[src/rtl/rgb_stream_packer_pkg.sv]
// rgb_stream_packer_pkg: shared pixel/word widths, packer phase type and FIFO word record
package rgb_stream_packer_pkg;
  localparam int PIXEL_W = 24;
  localparam int WORD_W = 32;
  localparam int PIX_PER_GROUP = 4;
  localparam int X_SIZE = 640;
  localparam int Y_SIZE = 480;
  typedef enum logic [1:0] {PH0, PH1, PH2, PH3} phase_t;
  typedef struct packed {
    logic              tuser;
    logic              tlast;
    logic [WORD_W-1:0] tdata;
  } word_t;
endpackage

[src/rtl/rgb_stream_packer_word_fifo.sv]
// rgb_stream_packer_word_fifo: sync FIFO of stream words, up to two pushes and one pop per cycle
module rgb_stream_packer_word_fifo
  import rgb_stream_packer_pkg::*;
#(
  parameter int DEPTH = 4
) (
  input  logic                   clk,
  input  logic                   rst,
  input  logic                   push0_i,
  input  logic                   push1_i,
  input  word_t                  din0_i,
  input  word_t                  din1_i,
  input  logic                   pop_i,
  output word_t                  dout_o,
  output logic                   valid_o,
  output logic [$clog2(DEPTH):0] count_o
);
  localparam int AW = $clog2(DEPTH);
  localparam int CW = AW + 1;
  word_t mem_q [DEPTH];
  logic [AW-1:0] wptr_q, rptr_q;
  logic [CW-1:0] count_q;
  logic do_pop;
  assign valid_o = count_q != '0;
  assign do_pop = pop_i && valid_o;
  assign dout_o = valid_o ? mem_q[rptr_q] : '0;
  assign count_o = count_q;
  // push1 is only ever issued together with push0, so it lands one slot after it
  always_ff @(posedge clk) begin
    if (rst) begin
      wptr_q <= '0;
      rptr_q <= '0;
      count_q <= '0;
    end else begin
      if (push0_i) mem_q[wptr_q] <= din0_i;
      if (push1_i) mem_q[wptr_q + AW'(1)] <= din1_i;
      wptr_q <= wptr_q + AW'(push0_i) + AW'(push1_i);
      rptr_q <= rptr_q + AW'(do_pop);
      count_q <= count_q + CW'(push0_i) + CW'(push1_i) - CW'(do_pop);
    end
  end
endmodule

[src/rtl/rgb_stream_packer.sv]
// rgb_stream_packer: packs 24-bit RGB pixels into 32-bit AXI4-Stream words with sof/eol framing
module rgb_stream_packer
  import rgb_stream_packer_pkg::*;
#(
  parameter int FIFO_DEPTH = 4
) (
  input  logic              aclk,
  input  logic              areset,
  input  logic [7:0]        r,
  input  logic [7:0]        g,
  input  logic [7:0]        b,
  input  logic              valid,
  input  logic              sof,
  input  logic              eol,
  output logic              in_stream_ready,
  output logic [WORD_W-1:0] out_stream_tdata,
  output logic [3:0]        out_stream_tkeep,
  output logic              out_stream_tlast,
  output logic              out_stream_tuser,
  output logic              out_stream_tvalid,
  input  logic              out_stream_tready,
  output logic              misalign_err
);
  localparam int CW = $clog2(FIFO_DEPTH) + 1;
  phase_t phase_q, phase_d, ph;
  logic [PIXEL_W-1:0] p, resid_q, resid_d;
  logic pend_q, pend_d, err_q, err_d, acc, push0, push1;
  word_t w0, w1, head;
  logic [CW-1:0] count;
  assign p = {r, g, b};
  assign in_stream_ready = !areset && count <= CW'(FIFO_DEPTH - 2);
  assign acc = valid && in_stream_ready;
  // a sof pixel always restarts the group, discarding any carried bytes
  assign ph = sof ? PH0 : phase_q;
  always_ff @(posedge aclk) begin
    if (areset) begin
      phase_q <= PH0;
      resid_q <= '0;
      pend_q <= 1'b0;
      err_q <= 1'b0;
    end else begin
      phase_q <= phase_d;
      resid_q <= resid_d;
      pend_q <= pend_d;
      err_q <= err_d;
    end
  end
  always_comb begin
    phase_d = acc ? (eol ? PH0 : phase_t'(ph + 2'd1)) : phase_q;
    resid_d = !acc ? resid_q : ph == PH0 ? p : ph == PH1 ? {8'h0, p[23:8]} : {16'h0, p[23:16]};
    pend_d = !push0 && (pend_q || (acc && sof));
    err_d = err_q || (acc && sof && phase_q != PH0);
  end
  always_comb begin
    push0 = acc && (ph != PH0 || eol);
    push1 = acc && eol && (ph == PH1 || ph == PH2);
    w0 = '{tuser: pend_q || sof, tlast: eol && !push1,
           tdata: ph == PH0 ? {8'h0, p} : ph == PH1 ? {p[7:0], resid_q} :
                  ph == PH2 ? {p[15:0], resid_q[15:0]} : {p, resid_q[7:0]}};
    w1 = '{tuser: 1'b0, tlast: 1'b1, tdata: ph == PH1 ? {16'h0, p[23:8]} : {24'h0, p[23:16]}};
  end
  rgb_stream_packer_word_fifo #(.DEPTH(FIFO_DEPTH)) u_fifo (
    .clk     (aclk),
    .rst     (areset),
    .push0_i (push0),
    .push1_i (push1),
    .din0_i  (w0),
    .din1_i  (w1),
    .pop_i   (out_stream_tready),
    .dout_o  (head),
    .valid_o (out_stream_tvalid),
    .count_o (count)
  );
  assign out_stream_tdata = head.tdata;
  assign out_stream_tlast = head.tlast;
  assign out_stream_tuser = head.tuser;
  assign out_stream_tkeep = 4'hF;
  assign misalign_err = err_q;
endmodule

[config.mk]
export PLATFORM = sky130hd
export DESIGN_NAME = rgb_stream_packer
export DESIGN_NICKNAME = d
export VERILOG_FILES = /design/src/rtl/rgb_stream_packer_pkg.sv /design/src/rtl/rgb_stream_packer_word_fifo.sv /design/src/rtl/rgb_stream_packer.sv
export SDC_FILE = /design/constraint.sdc
export NUM_CORES = 1
export LEC_CHECK = 0
export CORE_ASPECT_RATIO = 2
export CORE_UTILIZATION = 53
export DETAILED_ROUTE_END_ITERATION = 10
export PLACE_DENSITY_LB_ADDON = 0.15
export SETUP_SLACK_MARGIN = 0.05
export SLEW_MARGIN = 20
export SYNTH_ARGS = -nofsm -noshare
export SYNTH_HDL_FRONTEND = slang
export SYNTH_SLANG_ARGS = --single-unit
[constraint.sdc]
create_clock -name aclk -period 2.9 [get_ports aclk]
set_input_delay 0.435 -clock aclk [delete_from_list [all_inputs] [get_ports aclk]]
set_output_delay 0.435 -clock aclk [all_outputs]
set_load 0.02 [all_outputs]
Yosys cells after proc, flatten, opt, wreduce, memory -nomap -nowiden

Memories as Yosys holds them, arrays and structs flattened. A register that Yosys moved wholly into a read port is not among the register bits.
Index checks and enable logic that the tools add are counted.

Bits in registers: 35
Bits in writable memories: 136
Input port bits: 30
Memories: 1

Add/subtract/negate cells: 8
Magnitude comparators: 1
Eq/ne operators: 2
Mux-type cells: 16
Reduce and logical (&&, ||, !) cells: 22

Memory list:

| name         | words | bits a word | rd ports | clocked after memory_dff | write ports | RTL line                          | source |
|---|---|---|---|---|---|---|---|
| u_fifo.mem_q | 4     | 34          | 1        | 1                        | 2           | rgb_stream_packer_word_fifo.sv:20 | `word_t mem_q [DEPTH];` |

Operators by type and width:

| operator                                            | number |
|---|---|
| two-way mux 32 bit                                  | 3 |
| two-way mux 34 bit                                  | 1 |
| two-way mux 16 bit                                  | 2 |
| two-way mux 24 bit                                  | 1 |
| logical AND 1 bit                                   | 10 |
| adder 2 x 1 -> 2 bit                                | 3 |
| adder 3 x 1 -> 3 bit                                | 2 |
| two-way mux 1 bit                                   | 6 |
| two-way mux 2 bit                                   | 3 |
| logical OR 1 bit                                    | 5 |
| adder 2 x 1 -> 2 bit, second input constant         | 2 |
| nonzero test 2 bit                                  | 2 |
| <= comparator 3 x 2 -> 1 bit, second input constant | 1 |
| zero test 1 bit                                     | 3 |
| nonzero test 3 bit                                  | 1 |
| subtractor 3 x 1 -> 3 bit                           | 1 |
| == test 2 x 1 -> 1 bit, second input constant       | 1 |
| == test 2 bit, second input constant                | 1 |
| zero test 2 bit                                     | 1 |

Depth between registers and ports, before layout

Depth in word-level cells: 8
Depth in mapped cells: 13
Mapped depth without buffers: 12

Modules after synthesis

Synthesis repeated with hierarchy kept, for this count alone.

Cells, all modules: 667
Area total of the unflattened synthesis: 9,437.8 µm²

By module, submodules not included:

| module                      | times used | cells each | area each (µm²) | sequential area each (µm²) |
|---|---|---|---|---|
| rgb_stream_packer_word_fifo | 1          | 411        | 7,238.2         | 4,224.1 |
| rgb_stream_packer           | 1          | 256        | 2,199.6         | 560.5 |

Worst setup path before layout

OpenSTA, ideal clock, no wires.

Kind: reg-to-reg
Start point: register u_fifo.count_q[0], in the netlist u_fifo.count_o[0]
End point: register u_fifo.count_q[1], in the netlist u_fifo.count_o[1]
Setup time: 125 ps
Arrival time: 2,684 ps
Path slack: 92 ps
Stages on the path, launching flop included: 12
Buffers on the path: 2
Period minus slack after synthesis: 2,808 ps
Cells stage by stage: dfxtp_1 > or3b_1 > buf_2 > a21o_1 > clkbuf_1 > nor2_1 > inv_1 > ha_1 > fa_1 > inv_1 > fa_1 > nor2b_1

Longest elaborated chain between the ends: 7
Elaborated cells on any way between the ends: 11

Ends and longest elaborated chain:

| item                                                             | RTL line                                                   | source |
|---|---|---|
| start: declaration                                               | rgb_stream_packer_word_fifo.sv:22                          | `logic [CW-1:0] count_q;` |
| start signal: assignment                                         | rgb_stream_packer_word_fifo.sv:39                          | `count_q <= count_q + CW'(push0_i) + CW'(push1_i) - CW'(do_pop);` |
| <= comparator 3 x 2 -> 1 bit                                     | rgb_stream_packer.sv:31                                    | `assign in_stream_ready = !areset && count <= CW'(FIFO_DEPTH - 2);` |
| logical AND 1 bit                                                | rgb_stream_packer.sv:31                                    |  |
| logical AND 1 bit                                                | rgb_stream_packer.sv:32                                    | `assign acc = valid && in_stream_ready;` |
| logical AND 1 bit (on tied branches)                             | rgb_stream_packer.sv:55, rgb_stream_packer.sv:56           |  |
| adder 3 x 1 -> 3 bit / logical AND 1 bit (equally long branches) | rgb_stream_packer_word_fifo.sv:39, rgb_stream_packer.sv:56 |  |
| adder 3 x 1 -> 3 bit                                             | rgb_stream_packer_word_fifo.sv:39                          |  |
| subtractor 3 x 1 -> 3 bit (*)                                    | rgb_stream_packer_word_fifo.sv:39                          |  |

Mark *: on every way between the ends. The rest lies on a longest branch, timed or not.
A chain may end at the register's enable or synchronous reset.

==> results.md <==
* Run status: finished clean
* Clk buf depth at 2
* Antenna Cells at 0
* GRT overflow at 0
* Hold Path Class: flop to flop
* Max Cap Viol at 0
* CP max stage cell: clkdlybuf4s50_1
* Total length of routed wires at 25900 um
* Row count at 64
* Primary FF master, synth: dfxtp_1
* Layout cell share with drive strength beyond 1 at 17.0%
* Setup ws final at 0.122 ns
* Synth Instances at 821
* Fin. Hold Viols at 0
* First-pass GRT wire length at 40500 um
* Distinct cells, synth at 42
* Minimum clock period at 2.78 ns
* Crit-path max cell delay at 0.55 ns
* CP top delay family: buffers and inverters
* RSZ-0062 raised after global routing: no
* VDD IR max at 493 uV
* Initial antenna violation count at 0
* Syn Area/Cell at 10.3 sq um
* Synthesis-to-layout area growth at 23.5%
* Die height at 180 um
* Routed wire length per instance at 22.8 um
* Tot Pwr at 7.74 mW
* EDFF count, synth at 64
* Final worst-path cycle share at 95.8%
* Initial core utilization at 54.7%
* Setup tns final at 0 ns
* RePlAce Congestion at 0.866
* Leading area contributor after synthesis: dfxtp_1
* Setup violations, final at 0
* Vias/cell at 6.39
* Worst Max-Slew Pin Slew at 0.764 ns
* Most frequent cells in the layout: dfxtp_1, a21oi_1, buf_4, nand2_1
* Startpoint Class: flop
* CP Max Fanout at 19
* Worst-path clk slew at 0.07 ns
* Setup Skew at 0.0105 ns
* Register bit total from synthesis at 171
* Nets@finish at 965
* Placeable core area at 15400 sq um
* Setup Fix Bufs, Post-CTS at 0
* Largest net degree at the start of global routing at 57
* Vias in the first global route at 7298
* Crit. End Element: output pin
* CTS buffer count at 17
* Vias after detailed routing at 7266
* Drt pass-1 iters at 5
* CP required at 2.47 ns
* Peak Freq at 360 MHz
* Hold buffers post-CTS at 0
* I/O pins at 71
* Most common cell after layout, fill and taps aside: dfxtp_1
* Kind of critical path: flop to output pin
* Post-synthesis sequential area ratio at 48.3%
* Power per cell area at 745 nW/um^2
* CTS tree: done
* Worst slew margin at 48.9%
* CTS Sinks at 171
* Die area at 16400 sq um
* Die Wd at 91.1 um
* Crit path cell chain: buf_12 -> mux4_2 -> nor2b_1 -> clkdlybuf4s50_1
* Post-route ant nets at 0
* Critical path data arrival time at 2.34 ns
* Drt drc at 0
* Root Driver: clkbuf_16
* PortBufs at 66
* Worst-Skew Late Latency at 0.43 ns
* Initial DRC count at 469
* Leakage at 3.91 nW
* Post-DP Area at 9800 sq um
* Syn Std Cell Area at 8420 sq um
* Post-DP HPWL at 18000 um
* Tot GR Track Use at 32.9%
* Worst path bufs/invs at 2
* Slew Limit Fails at 0
* DP Worst Slack at -0.211 ns
* Asr flop ratio synth at 0%
* Yosys synthesis warning count at 0
* Final design area excluding fillers at 10400 sq um
* Yosys top cell area share at 25.4%
* Largest cells by area after synthesis: dfxtp_1, edfxtp_1, mux4_2
* Total number of H-tree levels at 4
-- power breakdown --
group          total [mW]  internal, mW  switching [mW]
clock network        2.17          1.15            1.02
registers            2.93          2.75           0.179
logic                2.63          1.22            1.41
-- layout make-up --
class | count | area, sq um
repair buffers | 153 | 1440
inverters | 15 | 56.3
fillers | 1246 | 4980
multi-input cells | 568 | 4030
clock buffers | 20 | 447
flip-flops and latches | 171 | 4070
well taps | 198 | 248
clock inverters | 12 | 111
-- worst register-to-register path, stage by stage, from the launching register on --
cell and delay (ns):
dfxtp_1 0.37, or3b_1 0.39, a21o_1 0.22, nor2_1 0.14, inv_1 0.06, ha_1 0.29, fa_1 0.40, inv_1 0.08
fa_1 0.40, nor2b_1 0.14
-- per-layer routing --
| layer | up-vias | wire length, um | track usage [%] |
|---|---|---|---|
| met5 | - | 0 | 0 |
| met4 | 0 | 1770 | 24.1 |
| met3 | 83 | 1460 | 5.49 |
| met2 | 368 | 13800 | 58.2 |
| met1 | 3533 | 8850 | 34.4 |
| li1 | 3282 | - | - |
-- sequential cells by signal, indices dropped and copies added, names as in the netlist --
signal          count
u_fifo.wptr_q       2
misalign_err        1
pend_q              1
u_fifo.rptr_q       2
phase_q             2
resid_q            24
u_fifo.count_o      3
u_fifo.mem_q      136
-- synth_stat cells (18+ instances only) --
cell      count
dfxtp_1     107
a21oi_1      83
nand2_1      79
edfxtp_1     64
o22ai_1      64
clkbuf_1     53
nor2b_1      52
o21ai_0      51
a211oi_1     40
mux2i_1      40
mux4_2       34
nand3_1      30
nor2_1       18
-- cells by family (layout without fill, tap and decap cells) --
kind of cell / after synthesis / in the layout / synth area share (%)
AO/OA/AOI/OAI: 273 / 273 / 19.7
XOR/XNOR: 3 / 3 / 0.312
adder cells (fa/ha/maj): 9 / 9 / 1.61
buffers and inverters: 85 / 200 / 4.22
flip-flops: 171 / 171 / 48.3
multiplexers: 74 / 74 / 13.9
other: 1 / 4 / 0.0446
AND/OR/NAND/NOR: 205 / 205 / 11.9
-- stage by stage --
stage          utilization [%]  hold WS (ns)  instances
6_report                  67.6         0.452       1137
5_1_grt                   67.6         0.471       1137
4_1_cts                   67.4         0.456       1137
3_5_place_dp              63.7         0.447       1105
3_3_place_gp              63.7         0.437       1105
2_1_floorplan                -         0.428        824
-- worst paths after layout --
| path | start | to | slack [ns] | depth (start not counted) |
|---|---|---|---|---|
| setup reg to reg | u_fifo.count_o[1] | u_fifo.count_o[1] | 0.28 | 9 |
| hold reg to reg | resid_q[14] | resid_q[14] | 0.45 | 2 |
| setup / recovery | u_fifo.rptr_q[0] | out_stream_tdata[8] | 0.12 | 4 |
| hold / removal | resid_q[14] | resid_q[14] | 0.45 | 2 |
-- repair_timing --
item                       in CTS  in global routing
pin swaps                       0                  0
gates cloned                    0                  0
resized for setup               1                 14
setup endpoints to repair      16                 14
Power figures use the tool's default switching activity.
